**src/rtl/pulse_counter_if.sv**
```systemverilog
// Pulse-link receive bundle: line input, clear strobe and burst results.
// master drives the line and Clear; slave is the counter.
interface pulse_counter_if;
  logic        PulseIn;
  logic        Clear;
  logic [9:0]  PulseCnt;
  logic [14:0] Period;
  logic        Busy;
  logic        Done;
  logic        Glitch;
  logic        Ovf;

  modport master (
    output PulseIn, Clear,
    input  PulseCnt, Period, Busy,
    input  Done, Glitch, Ovf
  );

  modport slave (
    input  PulseIn, Clear,
    output PulseCnt, Period, Busy,
    output Done, Glitch, Ovf
  );
endinterface

```
**src/rtl/pulse_counter.sv**
```systemverilog
// Step-pulse receiver: counts falling edges, measures period,
// flags glitches/overflow and ends a burst after a quiet interval.
module pulse_counter #(
  parameter int TIMEOUT  = 100,
  parameter int MIN_HALF = 2
) (
  input logic            sysclk,
  input logic            rst,
  pulse_counter_if.slave pc
);

  typedef enum logic [1:0] {
    IDLE   = 2'd0,
    ACTIVE = 2'd1,
    DONE   = 2'd2
  } state_t;

  localparam logic [14:0] TO   = 15'(TIMEOUT);
  localparam logic [14:0] MH   = 15'(MIN_HALF);
  localparam logic [9:0]  CMAX = 10'd1023;

  logic        s1, s2, s3;
  logic        fall, rise;
  state_t      state_q, state_d;
  logic [9:0]  cnt_q, cnt_d;
  logic [14:0] per_q, per_d;
  logic [14:0] gap_q, gap_d, gap_inc;
  logic [14:0] run_q, run_d;
  logic        glitch_q, glitch_d;
  logic        ovf_q, ovf_d;
  logic        busy_q, done_q;

  assign fall = s3 & ~s2;
  assign rise = ~s3 & s2;

  assign gap_inc = (gap_q >= TO) ? TO
                 : gap_q + 15'd1;

  // Synchronizer is deliberately immune to Clear.
  always_ff @(posedge sysclk or negedge rst) begin
    if (!rst) begin
      s1 <= 1'b1;
      s2 <= 1'b1;
      s3 <= 1'b1;
    end else begin
      s1 <= pc.PulseIn;
      s2 <= s1;
      s3 <= s2;
    end
  end

  always_ff @(posedge sysclk or negedge rst) begin
    if (!rst) begin
      state_q  <= IDLE;
      cnt_q    <= '0;
      per_q    <= '0;
      gap_q    <= '0;
      run_q    <= '0;
      glitch_q <= 1'b0;
      ovf_q    <= 1'b0;
      busy_q   <= 1'b0;
      done_q   <= 1'b0;
    end else begin
      state_q  <= state_d;
      cnt_q    <= cnt_d;
      per_q    <= per_d;
      gap_q    <= gap_d;
      run_q    <= run_d;
      glitch_q <= glitch_d;
      ovf_q    <= ovf_d;
      busy_q   <= (state_d == ACTIVE);
      done_q   <= (state_d == DONE);
    end
  end

  // Quiet interval ends on the cycle gap reaches TIMEOUT,
  // but only once the line is back high.
  always_comb begin
    state_d = state_q;
    unique case (state_q)
      IDLE:    if (fall) state_d = ACTIVE;
      ACTIVE:  if (gap_inc == TO && s2)
                 state_d = DONE;
      DONE:    if (fall) state_d = ACTIVE;
      default: state_d = IDLE;
    endcase
    if (pc.Clear) state_d = IDLE;
  end

  always_comb begin
    cnt_d    = cnt_q;
    per_d    = per_q;
    gap_d    = gap_inc;
    glitch_d = glitch_q;
    ovf_d    = ovf_q;
    if (rise | fall)
      run_d = 15'd1;
    else if (run_q >= MH)
      run_d = MH;
    else
      run_d = run_q + 15'd1;

    unique case (state_q)
      ACTIVE: begin
        if ((rise | fall) && run_q < MH)
          glitch_d = 1'b1;
        if (fall) begin
          cnt_d = (cnt_q == CMAX) ? CMAX
                : cnt_q + 10'd1;
          ovf_d = ovf_q | (cnt_q == CMAX);
          per_d = gap_q;
          gap_d = 15'd1;
        end
      end
      default: begin
        if (fall) begin
          cnt_d = 10'd1;
          gap_d = 15'd1;
        end
      end
    endcase

    if (pc.Clear) begin
      cnt_d    = '0;
      per_d    = '0;
      gap_d    = '0;
      run_d    = '0;
      glitch_d = 1'b0;
      ovf_d    = 1'b0;
    end
  end

  assign pc.PulseCnt = cnt_q;
  assign pc.Period   = per_q;
  assign pc.Busy     = busy_q;
  assign pc.Done     = done_q;
  assign pc.Glitch   = glitch_q;
  assign pc.Ovf      = ovf_q;

endmodule

```
**src/flat_wrapper.sv**
```systemverilog
// flat-port wrapper written by rule: the top's interface ports become plain ports
module pulse_counter_flat 
#(
  parameter int TIMEOUT  = 100,
  parameter int MIN_HALF = 2
)
  (sysclk, rst, pc_PulseIn, pc_Clear, pc_PulseCnt, pc_Period, pc_Busy, pc_Done, pc_Glitch, pc_Ovf);
  pulse_counter_if pc_i ();
  input logic sysclk;
  input logic rst;
  input wire logic [$bits(pc_i.PulseIn)-1:0] pc_PulseIn;
  input wire logic [$bits(pc_i.Clear)-1:0] pc_Clear;
  output wire logic [$bits(pc_i.PulseCnt)-1:0] pc_PulseCnt;
  output wire logic [$bits(pc_i.Period)-1:0] pc_Period;
  output wire logic [$bits(pc_i.Busy)-1:0] pc_Busy;
  output wire logic [$bits(pc_i.Done)-1:0] pc_Done;
  output wire logic [$bits(pc_i.Glitch)-1:0] pc_Glitch;
  output wire logic [$bits(pc_i.Ovf)-1:0] pc_Ovf;
  assign pc_i.PulseIn = pc_PulseIn;
  assign pc_i.Clear = pc_Clear;
  assign pc_PulseCnt = pc_i.PulseCnt;
  assign pc_Period = pc_i.Period;
  assign pc_Busy = pc_i.Busy;
  assign pc_Done = pc_i.Done;
  assign pc_Glitch = pc_i.Glitch;
  assign pc_Ovf = pc_i.Ovf;
  pulse_counter #(.TIMEOUT(TIMEOUT), .MIN_HALF(MIN_HALF)) u_core (.sysclk(sysclk), .rst(rst), .pc(pc_i));
endmodule
```
**config.mk**
```make
export PLATFORM = sky130hd
export DESIGN_NAME = pulse_counter_flat
export DESIGN_NICKNAME = d
export VERILOG_FILES = /design/src/rtl/pulse_counter_if.sv /design/src/rtl/pulse_counter.sv /design/src/flat_wrapper.sv
export SDC_FILE = /design/constraint.sdc
export NUM_CORES = 1
export LEC_CHECK = 0
export ABC_AREA = 1
export CORE_MARGIN = 10
export CORE_UTILIZATION = 43
export CTS_CLUSTER_DIAMETER = 120
export DETAILED_ROUTE_END_ITERATION = 16
export SYNTH_ARGS = -nofsm -noshare
export SYNTH_HDL_FRONTEND = slang
export SYNTH_SLANG_ARGS = --single-unit
```
**constraint.sdc**
```tcl
create_clock -name sysclk -period 1.7 [get_ports sysclk]
set_input_delay 0.34 -clock sysclk [delete_from_list [all_inputs] [get_ports sysclk]]
set_output_delay 0.34 -clock sysclk [all_outputs]
set_load 0.01 [all_outputs]
```
# After elaboration in Yosys (flattened, before gate mapping)
# Cells that the tools add are included.
dict set report op_classes {
  n_addsub 3
  multipliers 0
  n_div 0
  magnitude_cmp 3
  eq_ne 6
  n_shift 0
  n_mux 24
  bitwise_logic 6
  n_reduce_logical 9
}
# cell n
set op_table {}
lappend op_table {{$mux 15} 9}
lappend op_table {{$mux 10} 5}
lappend op_table {{$add 15x1->15 const B} 2}
lappend op_table {{$eq 15x7->1 const B} 1}
lappend op_table {{$ge 15x2->1 const B} 1}
lappend op_table {{$ge 15x7->1 const B} 1}
lappend op_table {{$lt 15x2->1 const B} 1}
lappend op_table {{$add 10x1->10 const B} 1}
lappend op_table {{$eq 10x10->1 const B} 1}
lappend op_table {{$mux 1} 6}
lappend op_table {{$mux 2} 3}
lappend op_table {{$reduce_bool 2->1} 3}
lappend op_table {{$eq 2x1->1 const B} 2}
lappend op_table {{$eq 2x2->1 const B} 2}
lappend op_table {{$pmux 2 s2} 1}
lappend op_table {{$reduce_and 2->1} 2}
lappend op_table {{$and 1x1->1} 2}
lappend op_table {{$logic_and 1x1->1} 2}
lappend op_table {{$logic_not 2->1} 1}
lappend op_table {{$not 1->1} 2}
lappend op_table {{$or 1x1->1} 2}
lappend op_table {{$reduce_or 2->1} 1}
dict set report word_totals {
  reg_bits 64
  latchBits 0
  ram_bits 0
  rom_bits 0
  inputBits 4
  output_inout_bits 29
  word_cells 63
  n_memories 0
}

# Longest topological paths before layout
dict set report depth {
  depth_word 8
  ltp_mapped 11
  depth_no_buf 11
}

# Worst setup path before layout
# Ideal clock, no wire load.
dict set report synth_path {
  path_type {reg2reg}
  from {register u_core.s2}
  to {register u_core.cnt_q[6], in the netlist u_core.pc.PulseCnt[6]}
  setup_time_ps 140
  arrival_time_ps 1387
  required_ps 1560
  path_slack_ps 173
  stages_incl_launch_ff 10
  path_buffers 1
  period_less_slack_ps 1527
  cell_sequence {dfstp_2 inv_1 ha_1 inv_2 nor2_1 nand2_1 inv_2 buf_4 nand2_1 o221ai_1}
}
dict set report synth_via {
  elab_chain_cells 3
}
# item line_no
set synth_rtl {}
lappend synth_rtl {{from (decl)} pulse_counter.sv:22} ;# logic s1, s2, s3;
lappend synth_rtl {{from (signal assigned)} pulse_counter.sv:43} ;# s2 <= 1'b1;
lappend synth_rtl {{from (signal assigned)} pulse_counter.sv:47} ;# s2 <= s1;
lappend synth_rtl {{$not 1->1} pulse_counter.sv:33} ;# assign fall = s3 & ~s2;
lappend synth_rtl {{$and 1x1->1} pulse_counter.sv:33}
lappend synth_rtl {{$reduce_bool 2->1 (no line)} n/a}
lappend synth_rtl {{to (signal assigned)} pulse_counter.sv:65} ;# cnt_q <= cnt_d;
lappend synth_rtl {{to (decl)} pulse_counter.sv:25} ;# logic [9:0] cnt_q, cnt_d;
# Every way passes these cells.
# A chain may end at the register's enable or synchronous reset.

# Final worst setup path
dict set report layout_path {
  from {register u_core.cnt_q[7], in the netlist u_core.pc.PulseCnt[7]}
  to {output pc_PulseCnt[7]}
}
# item line_no
set layout_lines {}
lappend layout_lines {{to (decl)} flat_wrapper.sv:13} ;# output wire logic [$bits(pc_i.PulseCnt)-1:0] pc_PulseCnt;
# No word-level cell between the ends.

==> results.md <==
- The maximum level of the CTS H-tree is 3.
- The final core area utilization is 0.595.
- The die width is between 90 and 100 um.
- The smallest clock period supported by the final layout is computed as around 1.6 ns.
- In the routed design, unresolved DRC markers number 0.
- After clock tree synthesis, the clock-pin slew on the worst setup and hold paths is around 0.070 ns.
- Across the routed clock network, the largest skew measured is 0.0119 ns.
- In this run the count of I/O pins placed on the die edge is 33.
- Max-cap violations in this run came to 0.
- Counting both buffers and inverters, the worst setup path holds a total of 1.
- The worst hold-check slack is between 0.3 and 0.4 ns.
- The number of routed nets with antenna violations is 0.
- The worst-skew pair later-pin latency is around 0.33 ns.
- In this run, synthesis inferred 0 flip-flops with an integrated enable.
- Dividing the detail-routed wire length by the instance count gives around 13 um.
- No sink is reached through more buffers than the 2 on the longest clock path.
- The share of the Yosys chip area taken by registers is 0.604.
- Input and output buffers added on the ports amount to 32.
- After layout, the worst setup slack is between 0.05 and 0.06 ns.
- The run finished with clean final reports.
- The critical path's largest stage delay is approximately 0.56 ns.
- The area of placed instances is roughly 3300 um^2.
- The signal on the critical path passes through clkdlybuf4s50_1.
- The cell count after synthesis is 277.
- The wire length of the first global-routing pass is just under 10 mm.
- Detailed placement ended at an HPWL of 4.14 mm.
- Relative to the synthesized area, the layout overhead comes to 33.4%.
- Registers take ~1600 um^2.
- The wire length after detailed routing is between 5 and 6 mm.
- The switching power is 0.000686 W.
- The post-place setup slack is about 0.083 ns.
- The ratio of routed vias to standard cells is approximately 4.7.
- The leftover overflow at the end of global routing is 0.
- The worst setup path is of the register to primary output kind.
- After the last flow step, the layout net total stands at between 300 and 400.
- Counting flops with an async set or reset pin after synthesis yields a share of 1.00.
- TritonCTS built the clock tree.
- In the final layout, the multi-input gates occupy 1020 um^2.
- The total non-filler cell area in the finished layout is around 3500 um^2.
- The fraction of final layout cells sized beyond drive strength 1 is 0.164.
- The most frequent cell after synthesis is sky130_fd_sc_hd__dfrtp_1.
- In the synthesized netlist the dominant register cell turns out to be sky130_fd_sc_hd__dfrtp_1.
- The average footprint of a synthesized cell is about 9.6 um^2.
- The required time at the worst-slack endpoint is approximately 1.4 ns.
- The endpoint kind of the worst setup timing path is a primary output.
- The congestion estimate from routability-driven global placement came to 0.846.
- Of the available clock period, the critical path in the final layout requires 0.967.
- The distinct cell type count of the synthesized netlist is 30.
- The routed layout has 2055 vias.
- By count the netlist is led by sky130_fd_sc_hd__dfrtp_1, sky130_fd_sc_hd__nand2_1, sky130_fd_sc_hd__nand3_1.
- The count of antenna diodes in the layout is 0.
- The worst min-delay path category is register to register.
- The combinational cell fraction of total power is 0.066.
- The number of failing setup endpoints in the final timing report is 0.
- The die covers 9720 um^2.
- Based on the critical path, the design can be clocked at up to roughly 610 MHz.
- Before antenna repair, the detailed router went through 4 iterations.
- The leakage power is roughly 1.7 nW.
- The design draws between 0.003 and 0.004 W.
- By area the synthesized netlist is led by sky130_fd_sc_hd__dfrtp_1, sky130_fd_sc_hd__nand2_1, sky130_fd_sc_hd__nand3_1, sky130_fd_sc_hd__inv_1, sky130_fd_sc_hd__nor2_1.
- The height of the die is 98.6 um.
- The clock drives 64 sinks.
- The cell type contributing the most total cell area after synthesis is sky130_fd_sc_hd__dfrtp_1.
- The power per standard cell area is between 800 and 900 nW/um^2.
- The core footprint is roughly 6000 um^2.
- The initial core utilization is 0.446.
- The share of total power dissipated in sequential elements is 0.531.
- The cell row count is 28.
- Of the total power, the clock network draws 0.402.
- Internal power comes to ~0.0023 W.
- The number of filler instances in the final layout is about 530.
- The share of Yosys cell area claimed by the top area cell type is 0.575.
- For this run, the total global-route usage over all layers was measured as 0.121.
- The cell area after synthesis is ~2700 um^2.
- The root buffer selected by CTS is sky130_fd_sc_hd__clkbuf_8.
- Yosys printed 0 warnings.
- The number of buffers added by the clock tree synthesis step is 9.
- The initial antenna violation count is 0.
- STA classifies the critical path startpoint as a register.
- The peak fanout along the critical path is 6.
- The number of hold violations in the final report is 0.
- The pin count of the biggest net entering global routing is 37.
- The kind of cell adding the most delay to the critical path is buffers and inverters.
- The initial detailed-routing violation count is 85.
- The arrival time reported for the critical path endpoint is between 1 and 1.5 ns.
- The fraction of power spent switching nets is 0.228.
- VDD sags by at most 0.532 mV.
- The via count of the first global-routing pass was 2056.
- The highest-delay cell along the critical path is sky130_fd_sc_hd__clkdlybuf4s50_1.
- The final-report max-slew violation count came to 0.
- The number of synthesized register bits is 64.
[per-stage QoR]
step                      cells  setup TNS (ns)
after global placement      414               0
final                       434               0
after global routing        434         -0.0304
after detailed placement    414               0
after CTS                   431               0
after floorplan             296               0
[path summary, 6_finish.rpt]
path	startpoint	endpoint	cells past startpoint	slack [ns]
worst max-delay path	u_core.pc.PulseCnt[7]	pc_PulseCnt[7]	1	0.06
worst min-delay path	u_core.s1	u_core.s2	0	0.36
worst max register to register	u_core.pc.PulseCnt[0]	u_core.pc.PulseCnt[9]	10	0.14
worst min register to register	u_core.s1	u_core.s2	0	0.36
max in group asynchronous	rst	u_core.s2	3	0.90
min in group asynchronous	rst	u_core.pc.PulseCnt[8]	3	0.53
[flip-flops by register name, summed over array words and instances (netlist names), 2 cells and up]
register            cells
u_core.gap_q           15
u_core.pc.Period       15
u_core.pc.PulseCnt     10
u_core.run_q           15
u_core.state_q          2
[layout by cell type (no fill, tap or decap), types with 2 or more instances in the layout]
cell type / Yosys / routed
sky130_fd_sc_hd__nand3_2: 2 / 3
sky130_fd_sc_hd__nor2_4: 3 / 4
sky130_fd_sc_hd__nand3_1: 33 / 32
sky130_fd_sc_hd__nor2_2: 3 / 3
sky130_fd_sc_hd__ha_2: 0 / 2
sky130_fd_sc_hd__inv_1: 26 / 26
sky130_fd_sc_hd__buf_4: 1 / 17
sky130_fd_sc_hd__nor2_1: 24 / 23
sky130_fd_sc_hd__dfstp_2: 3 / 3
sky130_fd_sc_hd__nand4_1: 3 / 3
sky130_fd_sc_hd__clkinv_2: 0 / 2
sky130_fd_sc_hd__ha_1: 6 / 3
sky130_fd_sc_hd__a21oi_1: 11 / 11
sky130_fd_sc_hd__clkbuf_1: 3 / 2
sky130_fd_sc_hd__nor3_1: 3 / 3
sky130_fd_sc_hd__o21ai_1: 3 / 3
sky130_fd_sc_hd__o211ai_1: 4 / 4
sky130_fd_sc_hd__o21ai_0: 12 / 12
sky130_fd_sc_hd__clkdlybuf4s50_1: 0 / 26
sky130_fd_sc_hd__dfrtp_2: 0 / 6
sky130_fd_sc_hd__inv_2: 2 / 2
sky130_fd_sc_hd__dlymetal6s2s_1: 0 / 4
sky130_fd_sc_hd__conb_1: 1 / 20
sky130_fd_sc_hd__buf_12: 0 / 3
sky130_fd_sc_hd__dfrtp_1: 61 / 55
sky130_fd_sc_hd__xnor2_1: 3 / 3
sky130_fd_sc_hd__o221ai_1: 2 / 2
sky130_fd_sc_hd__clkinv_1: 2 / 2
sky130_fd_sc_hd__nand2_1: 59 / 59
sky130_fd_sc_hd__clkbuf_8: 0 / 9
[area by class of cell]
class / count / area share
Sequential cell: 64 / 0.455
Multi-Input combinational cell: 197 / 0.289
Timing Repair Buffer: 53 / 0.147
Clock buffer: 11 / 0.0371
Inverter: 30 / 0.0318
Tap cell: 75 / 0.0265
Clock inverter: 4 / 0.0134
[cell families after synthesis]
group / Yosys count / share of synthesized area
AO/OA/AOI/OAI: 35 / 0.0749
XOR/XNOR: 4 / 0.0132
adder cells (fa/ha/maj): 6 / 0.0283
buffers and inverters: 35 / 0.0513
flip-flops: 64 / 0.604
other: 1 / 0.00141
AND/OR/NAND/NOR: 132 / 0.227
[repair_timing]
item | in CTS | in global routing
hold endpoints to repair | 7 | 0
hold buffers | 1 | 0
pin swaps | 0 | 2
resized for setup | 5 | 14
setup endpoints to repair | 5 | 17
setup buffers | 1 | 3
[power by group through the flow]
stage          clock [W]  combinational, W  sequential [W]
3_5_place_dp           0          0.000191         0.00163
5_1_grt          0.00131          0.000229         0.00160
3_3_place_gp           0          0.000189         0.00163
6_report         0.00121          0.000199         0.00160
4_1_cts          0.00125          0.000197         0.00160
2_1_floorplan          0         0.0000812         0.00163
[per-layer routing]
| layer | share of wire | up-vias | wire length, um | GRT usage |
|---|---|---|---|---|
| met5 | 0 | - | 0 | 0 |
| met4 | 0.023 | 0 | 128 | 0.0650 |
| li1 | - | 1036 | - | - |
| met1 | 0.45 | 971 | 2550 | 0.144 |
| met2 | 0.49 | 35 | 2790 | 0.192 |
| met3 | 0.038 | 13 | 213 | 0.0356 |
[worst register-to-register path: cells and delay by family, from the launching register on]
family,cells,cell delay [ns]
flops,1,0.35
compound gates,1,0.06
buf+inv,1,0.14
simple gates,7,0.81
fa+ha+maj,1,0.15
Note: power is estimated with default switching activity, not from simulation.
==> variant (same settings) <==
`TIMEOUT` is set to 100 in 2 places; all go to 50.
--- a/src/rtl/pulse_counter.sv
+++ b/src/rtl/pulse_counter.sv
@@ -1,7 +1,7 @@
 // Step-pulse receiver: counts falling edges, measures period,
 // flags glitches/overflow and ends a burst after a quiet interval.
 module pulse_counter #(
-  parameter int TIMEOUT  = 100,
+  parameter int TIMEOUT  = 50,
   parameter int MIN_HALF = 2
 ) (
   input logic            sysclk,
--- a/src/flat_wrapper.sv
+++ b/src/flat_wrapper.sv
@@ -1,7 +1,7 @@
 // flat-port wrapper written by rule: the top's interface ports become plain ports
 module pulse_counter_flat 
 #(
-  parameter int TIMEOUT  = 100,
+  parameter int TIMEOUT  = 50,
   parameter int MIN_HALF = 2
 )
   (sysclk, rst, pc_PulseIn, pc_Clear, pc_PulseCnt, pc_Period, pc_Busy, pc_Done, pc_Glitch, pc_Ovf);
Formal check against the unedited RTL: same outputs for any inputs over 10 cycles, from zero or initial values and one cycle with rst low; that may be too few to reach the edited logic, so the function may still have changed.
==> variant against the unedited design <==
Combinational power fell by 5%; setup slack better by 7.0 ps; routed wire length is 4.4% lower; area after synthesis down 2.2%; cell area down 3.7%; sequential cell count unchanged; global-route usage hardly changed; critical path depth unchanged; power fell by 3.5%.
==> variant: results (changes against the unedited design) <==
largest cells by area after synthesis dfrtp_1 (59%), nand2_1 (7.7%), nand3_1 (5.6%); sequential-to-total area share from yosys stat 61.80% (+1.4 points); outcome finished clean; skew final 4.140 ps (-7.790 ps); vias in the first global route 1967 (-4.3%); Skew-Pair Late Insertion Delay 340 ps; post-detail-place hpwl 3.835 mm (-7.4%); Sw Share 23.70% (+0.87 points); Ys Warns 0 (unchanged); largest net degree at the start of global routing 28 (-24%); Place WS -41.33 ps (-124.7 ps); Synth top cells by count dfrtp_1 (61), nand2_1 (53), nand3_1 (29); CP startpoint u_core.pc.PulseCnt[6]; Max FO, Critical Path 4 (-2); r2r startpoint u_core.s3; root buf cell clkbuf_8; placed insts 394 (-4.8%); Final Wtd Congestion 0.8731 (+3.2%); crit-path leading delay family buffers and inverters; Worst path max stage delay 560 ps (about the same); library cells used by synthesis 30 (unchanged); Final Net Count 344 (-5.8%); Max Slew Vio Count 0 (unchanged); Port-buffer cells 32 (unchanged); CTS Buf Count 9 (unchanged); initial antenna violation count 0 (unchanged); starting DRC count in detailed routing 94 (+11%); clock buffer depth 2 (unchanged); antenna diode count 0 (unchanged); hold_sp u_core.s1; first-pass GRT wire length 9.377 mm (-2.4%); CTS clk-pin slew, worst paths 70 ps (about the same); htree depth 3 (unchanged); Max VDD drop 0.5560 mV (+4.6%); vias per std cell 4.727 (-0.17%); DR pass1 iterations 4 (unchanged); wire per inst 13.12 µm (+0.25%); GRT Overall Usage 12.04% (-0.032 points); total wire length 5.431 mm (-4.4%); Leakage 1.633 nW (-4.7%); layout cells sized above 1 15.93% (-0.51 points); Worst Path Arrival 1300 ps (about the same); Syn Inst Count 261 (-5.8%); Layout fillers 535 (+0.75%)
-- variant: changes by cell type in the layout (fill, tap and decap cells not counted), sizes merged, moves of 3 or more --
cell	change
buf	-6
dlymetal6s2s	-4
nand2	-4
clkdlybuf4s50	+3
inv	-3
nand4	-3
-- variant: layer usage --
layer / GRT usage (%) / share of wire [%] / up-vias
met5: 0 / 0 / -
met2: 18.55 / 47 / 35
met1: 14.47 / 46 / 936
met3: 4.410 / 5.7 / 8
met4: 6.040 / 1.8 / 0
li1: - / - / 978
-- variant: area by class of cell --
class / count / area share (%)
Sequential cell: 64 / 47.03
Clock buffer: 13 / 4.362
Clock inverter: 3 / 0.5132
Multi-Input combinational cell: 187 / 28.59
Inverter: 25 / 2.749
Timing Repair Buffer: 47 / 14.00
Tap cell: 75 / 2.749
-- variant: power groups by stage --
stage               sequential [W]  clock, W  combinational (W)
floorplan                  0.00163         0          0.0000748
global placement           0.00163         0           0.000184
detailed placement         0.00163         0           0.000184
CTS                        0.00160   0.00115           0.000187
global route               0.00160   0.00123           0.000218
finish                     0.00160   0.00111           0.000189
-- variant: through the flow --
stage | cell area (µm²) | hold WS, ps
after CTS | 3383 | 362.0
after global placement | 3194 | 281.7
final | 3413 | 360.3
after floorplan | 2673 | 44.41
after global routing | 3413 | 365.6
after detailed placement | 3194 | 283.8
-- variant: final timing paths --
kind / endpoint / slack [ps] / cells after the start
setup / recovery: pc_PulseCnt[6] / 60 / 1
setup reg to reg: u_core.pc.Period[2] / 130 / 8
hold / removal: u_core.s2 / 360 / 0
hold reg to reg: u_core.s2 / 360 / 0
min in group asynchronous: u_core.run_q[2] / 450 / 2
max in group asynchronous: u_core.s3 / 710 / 3
-- variant: kinds of logic after synthesis --
| logic type | synth area share [%] |
|---|---|
| xor gates and xnor gates | 1.686 |
| adders and majority gates | 2.890 |
| DFF | 61.80 |
| AOI/OAI and AO/OA | 7.707 |
| other | 0.1444 |
| and+or+nand+nor | 21.39 |
| buffers and inverters | 4.383 |
-- variant: timing repair --
| action | 4_1_cts | 5_1_grt |
|---|---|---|
| endpoints found under the setup margin | 12 | 16 |
| setup buffers | 2 | 1 |
| endpoints found under the hold margin | 12 | 0 |
| resized for setup | 3 | 8 |
| pin swaps | 0 | 1 |
| hold buffers | 1 | 0 |
